[src/rtl/seg_pkg.sv]
// Shared display constants and types for the segment scan path.
// Segment constants are also used by the BCD-to-7-seg decoders.
package seg_pkg;

    localparam int unsigned SEG_W  = 7;
    localparam int unsigned DIG_N  = 4;
    localparam int unsigned IDX_W  = 2;
    localparam int unsigned PCNT_W = 16;
    localparam int unsigned BCNT_W = 8;

    localparam logic [SEG_W-1:0] SEG_BLANK = 7'b0000000;
    localparam logic [SEG_W-1:0] SEG_ALL   = 7'b1111111;
    localparam logic [DIG_N-1:0] DIG_OFF   = 4'b1111;

    typedef enum logic {
        BLANK = 1'b0,
        SHOW  = 1'b1
    } scan_state_e;

    // Registered display payload driven onto the shared bus.
    typedef struct packed {
        logic [SEG_W-1:0] seg;
        logic             dp;
        logic [DIG_N-1:0] dig_sel;
    } disp_out_t;

    localparam disp_out_t OUT_BLANK = '{seg: SEG_BLANK, dp: 1'b0, dig_sel: DIG_OFF};

    // Active-low enable pattern with only digit idx selected.
    function automatic logic [DIG_N-1:0] dig_enable_n(input logic [IDX_W-1:0] idx);
        logic [DIG_N-1:0] d;
        d      = DIG_OFF;
        d[idx] = 1'b0;
        return d;
    endfunction

endpackage

[src/rtl/seg_scan_mux_if.sv]
// Display bus for seg_scan_mux.
//   en, lamp_test, seg0..seg3, dp_in : from the time counters / control
//   seg_out, dp_out, dig_sel         : to the multiplexed display
interface seg_scan_mux_if;
    import seg_pkg::*;

    logic             en;
    logic             lamp_test;
    logic [SEG_W-1:0] seg0;
    logic [SEG_W-1:0] seg1;
    logic [SEG_W-1:0] seg2;
    logic [SEG_W-1:0] seg3;
    logic [DIG_N-1:0] dp_in;
    logic [SEG_W-1:0] seg_out;
    logic             dp_out;
    logic [DIG_N-1:0] dig_sel;

    modport master (
        output en, lamp_test, seg0, seg1, seg2, seg3, dp_in,
        input  seg_out, dp_out, dig_sel
    );

    modport slave (
        input  en, lamp_test, seg0, seg1, seg2, seg3, dp_in,
        output seg_out, dp_out, dig_sel
    );

endinterface

[src/rtl/scan_tick_gen.sv]
// Modulo-N counter with synchronous clear and count enable.
//   clk, clr (async active-low) : clock / reset
//   inc                         : advance the count this cycle
//   sclr                        : synchronous clear
//   tc_c                        : terminal count (count == N-1), combinational
module scan_tick_gen #(
    parameter int unsigned N = 4,
    parameter int unsigned W = 16
) (
    input  logic clk,
    input  logic clr,
    input  logic inc,
    input  logic sclr,
    output logic tc_c
);

    logic [W-1:0] cnt;

    assign tc_c = (cnt == W'(N - 1));

    // Count wraps to zero on the terminal value.
    always_ff @(posedge clk or negedge clr) begin
        if (!clr) begin
            cnt <= '0;
        end else if (sclr) begin
            cnt <= '0;
        end else if (inc) begin
            cnt <= tc_c ? '0 : cnt + W'(1);
        end
    end

endmodule

[src/rtl/seg_scan_mux.sv]
// Time-multiplexes four 7-segment digits onto one shared segment bus with
// a dark gap between digits, lamp test and display enable.
//   clk, clr (async active-low) : clock / reset
//   bus.en, bus.lamp_test       : display enable / all-segments test
//   bus.seg0..seg3, bus.dp_in   : digit codes and decimal-point requests
//   bus.seg_out, bus.dp_out     : shared segment bus and dp line (registered)
//   bus.dig_sel                 : active-low digit enables (registered)
module seg_scan_mux
    import seg_pkg::*;
#(
    parameter int unsigned DIV       = 1000,
    parameter int unsigned BLANK_CYC = 4
) (
    input  logic           clk,
    input  logic           clr,
    seg_scan_mux_if.slave  bus
);

    scan_state_e      state;
    scan_state_e      state_nxt;
    logic [IDX_W-1:0] idx;
    logic [IDX_W-1:0] idx_nxt;
    logic             p_tc_c;
    logic             b_tc_c;
    logic             p_inc_c;
    logic             b_inc_c;
    disp_out_t        out_q;
    disp_out_t        out_nxt;
    logic             load_c;
    logic [IDX_W-1:0] load_idx;
    logic [SEG_W-1:0] seg_pick;

    assign p_inc_c = bus.en && (state == SHOW);
    assign b_inc_c = bus.en && (state == BLANK);

    // Lit-time prescaler.
    scan_tick_gen #(.N(DIV), .W(PCNT_W)) u_pcnt (
        .clk  (clk),
        .clr  (clr),
        .inc  (p_inc_c),
        .sclr (1'b0),
        .tc_c (p_tc_c)
    );

    // Dark-gap counter.
    scan_tick_gen #(.N(BLANK_CYC), .W(BCNT_W)) u_bcnt (
        .clk  (clk),
        .clr  (clr),
        .inc  (b_inc_c),
        .sclr (1'b0),
        .tc_c (b_tc_c)
    );

    // State and digit index registers.
    always_ff @(posedge clk or negedge clr) begin
        if (!clr) begin
            state <= BLANK;
            idx   <= IDX_W'(3);
        end else begin
            state <= state_nxt;
            idx   <= idx_nxt;
        end
    end

    // Next state: everything holds while the display is disabled.
    always_comb begin
        state_nxt = state;
        idx_nxt   = idx;
        if (bus.en) begin
            case (state)
                BLANK: begin
                    if (b_tc_c) begin
                        state_nxt = SHOW;
                        idx_nxt   = idx + IDX_W'(1);
                    end
                end
                SHOW: begin
                    if (p_tc_c) begin
                        state_nxt = BLANK;
                    end
                end
                default: state_nxt = BLANK;
            endcase
        end
    end

    // Output values. Data is snapshotted only when a digit goes from dark to
    // lit: at SHOW entry, or on the first enabled edge after a mid-SHOW
    // disable (seen as a dark bus while still in SHOW).
    always_comb begin
        out_nxt  = out_q;
        load_c   = 1'b0;
        load_idx = idx;
        seg_pick = SEG_BLANK;
        if (!bus.en) begin
            out_nxt = OUT_BLANK;
        end else begin
            case (state)
                BLANK: begin
                    if (b_tc_c) begin
                        load_c   = 1'b1;
                        load_idx = idx_nxt;
                    end else begin
                        out_nxt = OUT_BLANK;
                    end
                end
                SHOW: begin
                    if (p_tc_c) begin
                        out_nxt = OUT_BLANK;
                    end else if (out_q.dig_sel == DIG_OFF) begin
                        load_c = 1'b1;
                    end
                end
                default: out_nxt = OUT_BLANK;
            endcase
        end

        case (load_idx)
            2'd0:    seg_pick = bus.seg0;
            2'd1:    seg_pick = bus.seg1;
            2'd2:    seg_pick = bus.seg2;
            default: seg_pick = bus.seg3;
        endcase

        if (load_c) begin
            out_nxt.seg     = bus.lamp_test ? SEG_ALL : seg_pick;
            out_nxt.dp      = bus.lamp_test | bus.dp_in[load_idx];
            out_nxt.dig_sel = dig_enable_n(load_idx);
        end
    end

    // Output registers; reset darkens the display without a clock.
    always_ff @(posedge clk or negedge clr) begin
        if (!clr) begin
            out_q <= OUT_BLANK;
        end else begin
            out_q <= out_nxt;
        end
    end

    assign bus.seg_out = out_q.seg;
    assign bus.dp_out  = out_q.dp;
    assign bus.dig_sel = out_q.dig_sel;

endmodule

[src/flat_wrapper.sv]
// flat-port wrapper written by rule: the top's interface ports become plain ports
module seg_scan_mux_flat import seg_pkg::*;
#(
    parameter int unsigned DIV       = 1000,
    parameter int unsigned BLANK_CYC = 4
)
  (clk, clr, bus_en, bus_lamp_test, bus_seg0, bus_seg1, bus_seg2, bus_seg3, bus_dp_in, bus_seg_out, bus_dp_out, bus_dig_sel);
  seg_scan_mux_if bus_i ();
  input  logic clk;
  input  logic clr;
  input wire logic [$bits(bus_i.en)-1:0] bus_en;
  input wire logic [$bits(bus_i.lamp_test)-1:0] bus_lamp_test;
  input wire logic [$bits(bus_i.seg0)-1:0] bus_seg0;
  input wire logic [$bits(bus_i.seg1)-1:0] bus_seg1;
  input wire logic [$bits(bus_i.seg2)-1:0] bus_seg2;
  input wire logic [$bits(bus_i.seg3)-1:0] bus_seg3;
  input wire logic [$bits(bus_i.dp_in)-1:0] bus_dp_in;
  output wire logic [$bits(bus_i.seg_out)-1:0] bus_seg_out;
  output wire logic [$bits(bus_i.dp_out)-1:0] bus_dp_out;
  output wire logic [$bits(bus_i.dig_sel)-1:0] bus_dig_sel;
  assign bus_i.en = bus_en;
  assign bus_i.lamp_test = bus_lamp_test;
  assign bus_i.seg0 = bus_seg0;
  assign bus_i.seg1 = bus_seg1;
  assign bus_i.seg2 = bus_seg2;
  assign bus_i.seg3 = bus_seg3;
  assign bus_i.dp_in = bus_dp_in;
  assign bus_seg_out = bus_i.seg_out;
  assign bus_dp_out = bus_i.dp_out;
  assign bus_dig_sel = bus_i.dig_sel;
  seg_scan_mux #(.DIV(DIV), .BLANK_CYC(BLANK_CYC)) u_core (.clk(clk), .clr(clr), .bus(bus_i));
endmodule
[config.mk]
export PLATFORM = sky130hd
export DESIGN_NAME = seg_scan_mux_flat
export DESIGN_NICKNAME = d
export VERILOG_FILES = /design/src/rtl/seg_pkg.sv /design/src/rtl/seg_scan_mux_if.sv /design/src/rtl/scan_tick_gen.sv /design/src/rtl/seg_scan_mux.sv /design/src/flat_wrapper.sv
export SDC_FILE = /design/constraint.sdc
export NUM_CORES = 1
export LEC_CHECK = 0
export ABC_CLOCK_PERIOD_IN_PS = 2200
export CORE_MARGIN = 2
export CORE_UTILIZATION = 45
export DETAILED_ROUTE_END_ITERATION = 10
export PLACE_DENSITY_LB_ADDON = 0.1
export SLEW_MARGIN = 5
export SYNTH_ARGS = -nofsm -noshare
export SYNTH_HDL_FRONTEND = slang
export SYNTH_SLANG_ARGS = --single-unit
[constraint.sdc]
create_clock -name clk -period 2.2 [get_ports clk]
set_input_delay 0.33 -clock clk [delete_from_list [all_inputs] [get_ports clk]]
set_output_delay 0.33 -clock clk [all_outputs]
set_load 0.005 [all_outputs]
* Word level (Yosys, flattened, before mapping)
Cells that the tools add are included.
Operators by class: equal/unequal tests 7, reductions and logical operators 5, bitwise logic cells 3, $lt $le $gt $ge 2, multiplexer cells 26, add/sub/neg operators 3
Operators by type and width (number):
- 2-to-1 mux 12 bit | 4
- case mux 12 bit (2 select lines) | 1
- case mux 7 bit (3 select lines) | 1
- adder 16 x 1 -> 16 bit, second input constant | 1
- == test 16 x 10 -> 1 bit, second input constant | 1
- 2-to-1 mux 16 bit | 1
- 2-to-1 mux 2 bit | 6
- adder 8 x 1 -> 8 bit, second input constant | 1
- == test 8 x 2 -> 1 bit, second input constant | 1
- 2-to-1 mux 8 bit | 1
- 2-to-1 mux 1 bit | 7
- 2-to-1 mux 7 bit | 1
- == test 4 bit, second input constant | 1
- inequality test 4 x 3 -> 1 bit, second input constant | 1
- inequality test 4 bit, second input constant | 1
- inverter 4 bit | 1
- case mux 1 bit (2 select lines) | 2
- logical AND 1 bit | 3
- less-than comparator 2 x 3 -> 1 bit, second input constant | 1
- adder 2 x 1 -> 2 bit, second input constant | 1
- binary-select mux 1 bit (select 2 bit) | 1
- demux 1 bit (select 2 bit) | 1
- == test 2 x 1 -> 1 bit, second input constant | 1
- == test 2 bit, second input constant | 1
- other kinds (5) | 5
Storage, ports and cells: input port bits 36, output and inout port bits 12, register bits 39, word-level logic and storage cells 53

* Depth between registers and ports, before layout
Gate-level depths: netlist of the first run.
word-level depth 13, depth in mapped cells 7, depth with buffers taken out 6

* Hierarchy
From an unflattened synthesis of the first run, not the netlist that was laid out.
Second synthesis, totals: cells, all modules 289, area, all modules 2596.2 um2
Modules (own cells, without submodules):
- seg_scan_mux | cells an instance 153, sequential area each 382.9 um2, area an instance 1290.0 um2, times used 1
- scan_tick_gen at u_core.u_pcnt | cells an instance 89, sequential area each 400.4 um2, area an instance 854.6 um2, times used 1
- scan_tick_gen at u_core.u_bcnt | cells an instance 47, sequential area each 200.2 um2, area an instance 451.7 um2, times used 1

* Least setup slack after synthesis of the first run
No wires, ideal clock.
path type register -> register, start point reg u_core.u_bcnt.cnt[0], end point reg u_core.out_q, in the netlist u_core.bus.seg_out[0], required time 2.057 ns, stages on the path, launching flop included 7, path buffers 0, data arrival time 1.812 ns, path slack 0.245 ns, setup time 0.143 ns, period minus slack after synthesis 1.955 ns, cells stage by stage dfrtp_1 ha_1 or4b_4 o31ai_4 a21boi_0 o41ai_1 o211ai_1
On the way: word-level cells in the longest chain between the ends 11, elaborated cells between the ends (all ways) 19, those cells by class eq/ne (5); mux (12); reduce/logical (2)
Ends and longest elaborated chain:
- from (decl) | line scan_tick_gen.sv:17 | logic [W-1:0] cnt;
- from (signal assigned) | line scan_tick_gen.sv:28 | cnt <= tc_c ? '0 : cnt + W'(1);
- == test 8 x 2 -> 1 bit * | line scan_tick_gen.sv:19 | assign tc_c = (cnt == W'(N - 1));
- 2-to-1 mux 2 bit | line seg_scan_mux.sv:72 | if (b_tc_c) begin
- 2-to-1 mux 2 bit | line seg_scan_mux.sv:70 | case (state)
- 2-to-1 mux 2 bit | line seg_scan_mux.sv:69 | if (bus.en) begin
- 2-to-1 mux 2 bit | line seg_scan_mux.sv:100 | if (b_tc_c) begin
- 2-to-1 mux 2 bit | line seg_scan_mux.sv:98 | case (state)
- 2-to-1 mux 2 bit | line seg_scan_mux.sv:95 | if (!bus.en) begin
- == test 2 bit, or another cell as far along | line seg_scan_mux.sv:118 | case (load_idx)
- case mux 7 bit (3 select lines) | line seg_scan_mux.sv:118
- 2-to-1 mux 7 bit | line seg_scan_mux.sv:126 | out_nxt.seg = bus.lamp_test ? SEG_ALL : seg_pick;
- 2-to-1 mux 12 bit | line seg_scan_mux.sv:125 | if (load_c) begin
- to (signal assigned) | line seg_scan_mux.sv:137 | out_q <= out_nxt;
- to (decl) | line seg_scan_mux.sv:27 | disp_out_t out_q;
Mark *: on every way between the ends. The rest lies on a longest branch, timed or not. A chain may end at the register's enable or synchronous reset.

* Worst setup path after layout of the first run
start point reg u_core.u_bcnt.cnt[1], end point reg u_core.out_q, in the netlist u_core.bus.seg_out[5]
The elaborated chain is that of the path after synthesis.

==> metrics.md, run 1 <==
| Metric | Value |
|---|---|
| Status | completed |
| Root cell of the clock tree | clkbuf_8 |
| Grt ovf | 0 |
| DR vias | 2,069 |
| Worst hold slack | 0.482 ns |
| FF-to-FF Start | u_core.u_bcnt.cnt[1] |
| Reg2reg setup slack | 0.09 ns |
| Largest net degree at the start of global routing | 18 |
| Yosys warns | 0 |
| Total length of routed wires | 6090 µm |
| Post-route ant nets | 0 |
| CP max FO | 9 |
| Number of synthesized flops with an enable pin | 0 |
| Row count | 26 |
| Via density | 5.46 |
| Syn Nets | 278 |
| Clk pin slew, worst setup/hold paths | 0.08 ns |
| DR DRC count | 0 |
| H-tree lvl count | 2 |
| Total chip power | 2.96 mW |
| Mean post-synth cell area | 9.64 µm² |
| Top_reg_cell synth | dfrtp_1 |
| Most common cell in the netlist | dfrtp_1 |
| Routability Congestion | 0.864 |
| Final setup fails | 0 |
| Relative slew margins | 73.7% |
| Vias in the first global route | 1,977 |
| HP Class | input pin to async pin |
| Clock Sinks | 39 |
| Final Skew | 0.00814 ns |
| Num CTS Buffers | 5 |
| Worst-Skew Late Latency | 0.29 ns |
| Port bufs | 47 |
| Initial core utilization | 45.9% |
| Max_cap viols | 0 |
| DRT iter0 DRCs | 137 |
| Non-Filler Instances | 379 |
| GRT Total Usage | 22.4% |
| CP Capture Type | flop |
| Area leader, netlist | dfrtp_1 |
| Mapped cell area | 2310 µm² |
| Gate Count Post-Synth | 240 |
| Highest clock rate | 0.475 GHz |
| Post-DP HPWL | 4410 µm |
| Die Wd | 75.7 µm |
| Die area | 5730 µm² |
| Asr flop ratio synth | 100% |
| Final WS setup | 0.0928 ns |
| Global-route wire length before repair | 9630 µm |
| #FFs+latches synth | 39 |
| DP Worst Slack | 0.0280 ns |
| Layout area overhead | 34.1% |
| Count of cell types in the netlist | 49 |
| Share of cells above drive strength 1 | 15.9% |
| TNS Setup | 0 ns |
| Critical path type | flop to flop |
| Antenna violations before repair | 0 |
| CP required | 2.37 ns |
| Die height | 75.7 µm |
| Post-placement cell count | 368 |
| R2R depth | 6 |
| Core ar. | 5040 µm² |
| R2R Path End | u_core.bus.seg_out[5] |
| RSZ-0062 raised after global routing | no |
| Max-slew violation count | 0 |
| Net count, final | 346 |
| # diodes | 0 |
| Post-synth top cells | dfrtp_1 (33), nand2_1 (31), nor2_1 (23), xnor2_1 (17), mux2i_1 (14) |
| First-pass DRT Iterations | 4 |
| Dominant cells by area after synthesis | dfrtp_1 (36%), dfstp_2 (6.8%), xnor2_1 (6.4%) |
| Pwr/cell area | 955 nW/µm² |
| Final period util | 95.8% |
| Hold Vio Cnt, Final | 0 |
| CTS tree | yes |
| Actual slew at the worst max-slew pin | 0.385 ns |
| Min Tclk post-route | 2.11 ns |
| Sequential area share after synthesis | 42.5% |
| Max VDD drop | 0.000677 V |
| Clk buf depth | 2 |
| FILL cells | 444 |
| CP startpoint kind | flop |
| I/O pins | 48 |
| Data arrival, critical path | 2.28 ns |
| Leakage | 1.31 nW |
| Avg WL per Cell | 16.1 µm |
| Post-synth top area share | 35.7% |
-- what timing repair did --
action | 4_1_cts | 5_1_grt
pin swaps | 1 | 2
resized for setup | 0 | 4
cloned | 0 | 0
endpoints found under the setup margin | 1 | 7
buffers inserted | 0 | 2
endpoints found under the hold margin | 9 | 0
hold buffers | 1 | 0
-- how the worst max path moves through the flow --
stage,start,endpoint,slack (ns)
after floorplan,u_core.u_bcnt.cnt[0],u_core.bus.seg_out[0],0.24
after detailed placement,bus_en,u_core.bus.seg_out[1],0.03
after global placement,u_core.u_bcnt.cnt[1],u_core.bus.seg_out[0],0.07
final,u_core.u_bcnt.cnt[1],u_core.bus.seg_out[5],0.09
after CTS,u_core.u_bcnt.cnt[1],u_core.bus.seg_out[5],0.02
after global routing,u_core.u_bcnt.cnt[0],u_core.bus.seg_out[6],0.01
-- where the power goes --
part	switching [mW]	internal (mW)	leakage, nW	total (mW)
clock network	0.267	0.222	0.0412	0.489
logic	0.571	0.691	0.765	1.26
registers	0.275	0.937	0.504	1.21
-- final cells by class --
class	count	area, µm²	share of cell area [%]
tap	70	87.6	2.82
inverter	3	11.3	0.363
timing repair buffer	67	618	19.9
multi-input combinational	192	1320	42.5
clock buffer	6	72.6	2.34
clock inverter	2	12.5	0.403
sequential	39	983	31.7
-- critical path, stage by stage (launching register included) --
cell	delay [ns]
dfrtp_1	0.41
ha_4	0.18
or4b_4	0.50
nor3_4	0.35
mux2i_1	0.17
nor3_2	0.26
o211ai_1	0.11
-- per-layer routing --
| metal | up-vias | global-route usage, % | wire length, µm |
|---|---|---|---|
| met5 | - | 0 | 0 |
| met2 | 56 | 30.7 | 2580 |
| met4 | 0 | 7.99 | 97 |
| met1 | 982 | 34.9 | 3050 |
| li1 | 1022 | - | - |
| met3 | 9 | 4.10 | 354 |
-- cell usage in the layout (no fill, tap or decap), types with 3 or more instances in the layout --
cell type,instances
a21boi_0,3
a21oi_1,4
a31oi_1,6
and3_1,10
and4_1,3
buf_4,19
clkbuf_8,5
clkdlybuf4s50_1,46
dfrtp_1,33
dfstp_2,6
inv_1,3
mux2_2,5
mux2i_1,14
nand2_1,31
nand3_1,8
nand4_1,12
nor2_1,22
nor3_1,4
o211ai_1,6
o21ai_0,5
o221ai_1,3
xnor2_1,17
xor2_1,3
-- cells by family after synthesis --
kind of cell             after synthesis  share of synthesized area, %
AND/OR/NAND/NOR                      106                          24.3
AO/OA/AOI/OAI                         45                          14.5
flip-flops                            39                          42.5
XOR/XNOR                              20                          7.57
multiplexers                          19                          8.49
buffers and inverters                  9                          1.57
adder cells (fa/ha/maj)                2                          1.08
-- state kept, by name, summed over array words and instances, names as in the netlist --
signal              count
u_core.u_bcnt.cnt       8
u_core.state            1
u_core.idx              2
u_core.bus.seg_out      7
u_core.bus.dig_sel      4
u_core.u_pcnt.cnt      16
u_core.bus.dp_out       1
-- per-stage QoR --
stage | cell area (µm²) | util (%)
2_1_floorplan | 2310 | -
3_3_place_gp | 2970 | 58.9
3_5_place_dp | 2970 | 58.9
4_1_cts | 3070 | 60.8
5_1_grt | 3100 | 61.5
6_report | 3100 | 61.5
No activity file was read; power rests on OpenSTA's default activity.
==> run 2, diff against run 1 <==
Settings changed: CORE_ASPECT_RATIO set to 0.9, SKIP_CTS_REPAIR_TIMING set to 1.
==> metrics.md, run 2 (same netlist as run 1, synthesis figures left out) <==
| Metric | Value |
|---|---|
| Share of cells above drive strength 1 | 17.0% |
| Post-DP HPWL | 4510 µm |
| Critical Path Max Stage Delay | 0.50 ns |
| # diodes | 0 |
| Die height | 72.0 µm |
| TNS Setup | 0 ns |
| Global-route wire length before repair | 9980 µm |
| Crit-path cells | ha_4 -> or4b_4 -> o31ai_4 -> a21boi_1 -> o41ai_1 -> o211ai_1 |
| Most common cell after layout, fill and taps aside | clkdlybuf4s50_1 |
| DR vias | 2,081 |
| DP Worst Slack | 0.0193 ns |
| GRT Total Usage | 22.4% |
| Final setup fails | 0 |
| Relative slew margins | 41.0% |
| Non-Filler Instances | 376 |
| Final Skew | 0.00716 ns |
| Num CTS Buffers | 5 |
| Actual slew at the worst max-slew pin | 0.885 ns |
| RSZ-0062 raised after global routing | no |
| Total length of routed wires | 6060 µm |
| Initial core utilization | 47.3% |
| Core ar. | 4890 µm² |
| Row count | 24 |
| DR DRC count | 0 |
| Worst-Skew Late Latency | 0.29 ns |
| Highest clock rate | 0.486 GHz |
| HP Class | input pin to async pin |
| Final WS setup | 0.144 ns |
| First-pass DRT Iterations | 4 |
| Clk buf depth | 2 |
| CP required | 2.37 ns |
| Antenna violations before repair | 0 |
| Cell at the slowest stage of the critical path | or4b_4 |
| Critical path type | flop to flop |
| Number of flip-flops in the largest register | 16 |
| Most frequent cells in the layout | clkdlybuf4s50_1 (46), dfrtp_1 (33), nand2_1 (31) |
| Pwr/cell area | 957 nW/µm² |
| Die area | 5730 µm² |
| Post-route ant nets | 0 |
| Max_cap viols | 0 |
| Net count, final | 348 |
| Data arrival, critical path | 2.23 ns |
| Total chip power | 2.99 mW |
| Register area | 983 µm² |
| Post-layout util | 63.8% |
| Port bufs | 47 |
| CP Capture Type | flop |
| Via density | 5.53 |
| CP startpoint kind | flop |
| CP max FO | 4 |
| Post-placement cell count | 364 |
| Min Tclk post-route | 2.06 ns |
| Routability Congestion | 0.797 |
| Final Cell Area | 3120 µm² |
| Layout area overhead | 34.9% |
| Multi-input gate area | 1320 µm² |
| Hold Vio Cnt, Final | 0 |
| H-tree lvl count | 2 |
| Post-DP Area | 2970 µm² |
| DRT iter0 DRCs | 164 |
| Root cell of the clock tree | clkbuf_8 |
| Clk pin slew, worst setup/hold paths | 0.08 ns |
| Reg with most FFs | u_core.u_pcnt.cnt |
| Status | completed |
| Die Wd | 79.6 µm |
| FILL cells | 417 |
| Worst hold slack | 0.152 ns |
| Grt ovf | 0 |
| Avg WL per Cell | 16.1 µm |
| Vias in the first global route | 2,028 |
| I/O pins | 48 |
| Max-slew violation count | 0 |
| CTS tree | yes |
| Clock Sinks | 39 |
| Leakage | 1.32 nW |
| Largest net degree at the start of global routing | 40 |
| Final period util | 93.5% |
| Max VDD drop | 0.000592 V |
run 2: changes by cell type in the layout (fill, tap and decap cells not counted), sizes merged:
cell / previous run / this run
dlygate4sd3: 1 / 0
clkbuf: 6 / 5
buf: 20 / 23
clkinvlp: 1 / 2
run 2: worst paths after layout:
kind                                             from                     to  slack (ns)  cells past startpoint
max in group asynchronous                         clr   u_core.u_bcnt.cnt[4]        1.50                      1
worst min register to register  u_core.u_pcnt.cnt[15]  u_core.u_pcnt.cnt[15]        0.48                      1
worst max register to register   u_core.u_bcnt.cnt[1]  u_core.bus.seg_out[2]        0.14                      6
worst max-delay path             u_core.u_bcnt.cnt[1]  u_core.bus.seg_out[2]        0.14                      6
min in group clk                u_core.u_pcnt.cnt[15]  u_core.u_pcnt.cnt[15]        0.48                      1
worst min-delay path                              clr   u_core.u_pcnt.cnt[7]        0.15                      1
run 2: worst max-delay path, delay by kind of cell, from the launching register on:
family | cells | cell delay, ns
compound gates | 4 | 0.83
fa+ha+maj | 1 | 0.18
flops | 1 | 0.42
simple gates | 1 | 0.50
run 2: routing by layer:
metal | vias to the layer above | track usage, % | part of all wire (%)
li1 | 1028 | - | -
met1 | 980 | 34.3 | 48
met2 | 71 | 32.8 | 44
met3 | 2 | 5.35 | 7.6
met4 | 0 | 4.02 | 0.41
met5 | - | 0 | 0
run 2: layout make-up:
class,count,share of cell area (%)
multi-input combinational,192,42.1
sequential,39,31.5
timing repair buffer,69,20.6
tap,65,2.60
clock buffer,5,2.20
clock inverter,3,0.641
inverter,3,0.361
run 2: power by group:
| part | switching [mW] | internal (mW) | total, mW | leakage (nW) |
|---|---|---|---|---|
| Clock | 0.266 | 0.221 | 0.486 | 0.0402 |
| Combinational | 0.575 | 0.710 | 1.29 | 0.778 |
| Sequential | 0.279 | 0.937 | 1.22 | 0.504 |
| Total | 1.12 | 1.87 | 2.99 | 1.32 |
==> run 3, diff against run 2 <==
Settings changed: CORE_MARGIN 2 to 10.
==> metrics.md, run 3 (same netlist as run 1, synthesis figures left out) <==
| Metric | Value |
|---|---|
| Relative slew margins | 71.2% |
| Pwr/cell area | 947 nW/µm² |
| Die height | 88.0 µm |
| Root cell of the clock tree | clkbuf_8 |
| Grt ovf | 0 |
| H-tree lvl count | 2 |
| CP max FO | 5 |
| DRT iter0 DRCs | 129 |
| Number of flip-flops in the largest register | 16 |
| Reg2reg setup slack | 0.13 ns |
| Most frequent cells in the layout | clkdlybuf4s50_1 (46), dfrtp_1 (33), nand2_1 (31) |
| Status | completed |
| Clk pin slew, worst setup/hold paths | 0.08 ns |
| Hold endpoint | u_core.u_pcnt.cnt[15] |
| DR vias | 2,093 |
| Post-route ant nets | 0 |
| GRT Total Usage | 15.4% |
| Leakage | 1.33 nW |
| FF-to-FF Start | u_core.u_bcnt.cnt[1] |
| R2R Path End | u_core.bus.seg_out[0] |
| Port bufs | 47 |
| Core ar. | 4920 µm² |
| CP required | 2.35 ns |
| HP Class | flop to flop |
| Final setup fails | 0 |
| Avg WL per Cell | 16.6 µm |
| RSZ-0062 raised after global routing | no |
| Largest net degree at the start of global routing | 23 |
| Max VDD drop | 0.000728 V |
| Share of cells above drive strength 1 | 17.4% |
| Row count | 24 |
| Most common cell after layout, fill and taps aside | clkdlybuf4s50_1 |
| Via density | 5.57 |
| Max_cap viols | 0 |
| Antenna violations before repair | 0 |
| Vias in the first global route | 2,060 |
| I/O pins | 48 |
| Initial core utilization | 47.0% |
| Global-route wire length before repair | 10,400 µm |
| # diodes | 0 |
| Clk buf depth | 2 |
| DR DRC count | 0 |
| Final period util | 94.1% |
| R2R depth | 6 |
| Die area | 8420 µm² |
| Clock Sinks | 39 |
| First-pass DRT Iterations | 4 |
| Final Skew | 0.00541 ns |
| Num CTS Buffers | 5 |
| CTS tree | yes |
| Min Tclk post-route | 2.07 ns |
| Hold Vio Cnt, Final | 0 |
| Die Wd | 95.6 µm |
| Critical path type | flop to flop |
| Layout area overhead | 35.0% |
| TNS Setup | 0 ns |
| Min-Delay Startpoint | u_core.u_pcnt.cnt[15] |
| Total chip power | 2.96 mW |
| Hold Crit Depth | 1 |
| CP startpoint kind | flop |
| FILL cells | 443 |
| Reg with most FFs | u_core.u_pcnt.cnt |
| CP Capture Type | flop |
| Post-layout util | 63.5% |
| Post-DP HPWL | 4850 µm |
| Highest clock rate | 0.483 GHz |
| Net count, final | 348 |
| Max-slew violation count | 0 |
| Data arrival, critical path | 2.22 ns |
| Total length of routed wires | 6230 µm |
| Routability Congestion | 0.877 |
| Actual slew at the worst max-slew pin | 0.431 ns |
| Worst-Skew Late Latency | 0.28 ns |
==> run 3: stage by stage <==
step	area [µm²]	hold slack [ns]	setup slack, ns	std cells
floorplan	2310	0.0344	0.245	240
global placement	2970	0.276	0.0132	364
detailed placement	2970	0.290	-0.00434	364
CTS	3060	-0.0215	-0.0172	372
global route	3130	0.495	0.0195	376
finish	3130	0.483	0.130	376
==> run 3: worst max-delay path by stage <==
stage / startpoint / to / slack, ns / depth (start not counted)
global placement: bus_en / u_core.bus.seg_out[0] / 0.01 / 7
detailed placement: u_core.u_bcnt.cnt[1] / u_core.bus.seg_out[0] / -0.004 / 6
global route: u_core.u_bcnt.cnt[1] / u_core.bus.seg_out[0] / 0.02 / 6
finish: u_core.u_bcnt.cnt[1] / u_core.bus.seg_out[0] / 0.13 / 6
floorplan: u_core.u_bcnt.cnt[0] / u_core.bus.seg_out[0] / 0.24 / 6
CTS: u_core.u_bcnt.cnt[1] / u_core.bus.seg_out[0] / -0.02 / 6
==> run 3: metal layers <==
| metal | global-route usage, % | share of wire (%) | routed length, µm | vias to the layer above |
|---|---|---|---|---|
| met2 | 23.1 | 43 | 2680 | 51 |
| li1 | - | - | - | 1032 |
| met4 | 3.35 | 0.37 | 23 | 0 |
| met1 | 21.9 | 50 | 3130 | 1008 |
| met3 | 3.51 | 6.2 | 388 | 2 |
| met5 | 0 | 0 | 0 | - |
==> run 3: area by class of cell <==
cell class                 instances  area [µm²]  share of cell area [%]
multi-input combinational        192        1330                    42.6
sequential                        39         983                    31.5
timing repair buffer              69         633                    20.3
tap                               65        81.3                    2.60
clock buffer                       6        72.6                    2.32
clock inverter                     2        12.5                   0.400
inverter                           3        11.3                   0.360
==> run 3: critical path, cell delays in order, from the launching register on <==
cell	delay [ns]
dfrtp_1	0.42
ha_4	0.18
or4b_4	0.50
o31ai_4	0.26
a21boi_1	0.12
o41ai_2	0.33
o211ai_1	0.13
==> run 3: where the power goes <==
part	switching (mW)	total, mW	leakage, nW	internal [mW]
sequential	0.234	1.17	0.504	0.936
combinational	0.623	1.32	0.784	0.699
clock	0.249	0.470	0.0412	0.222
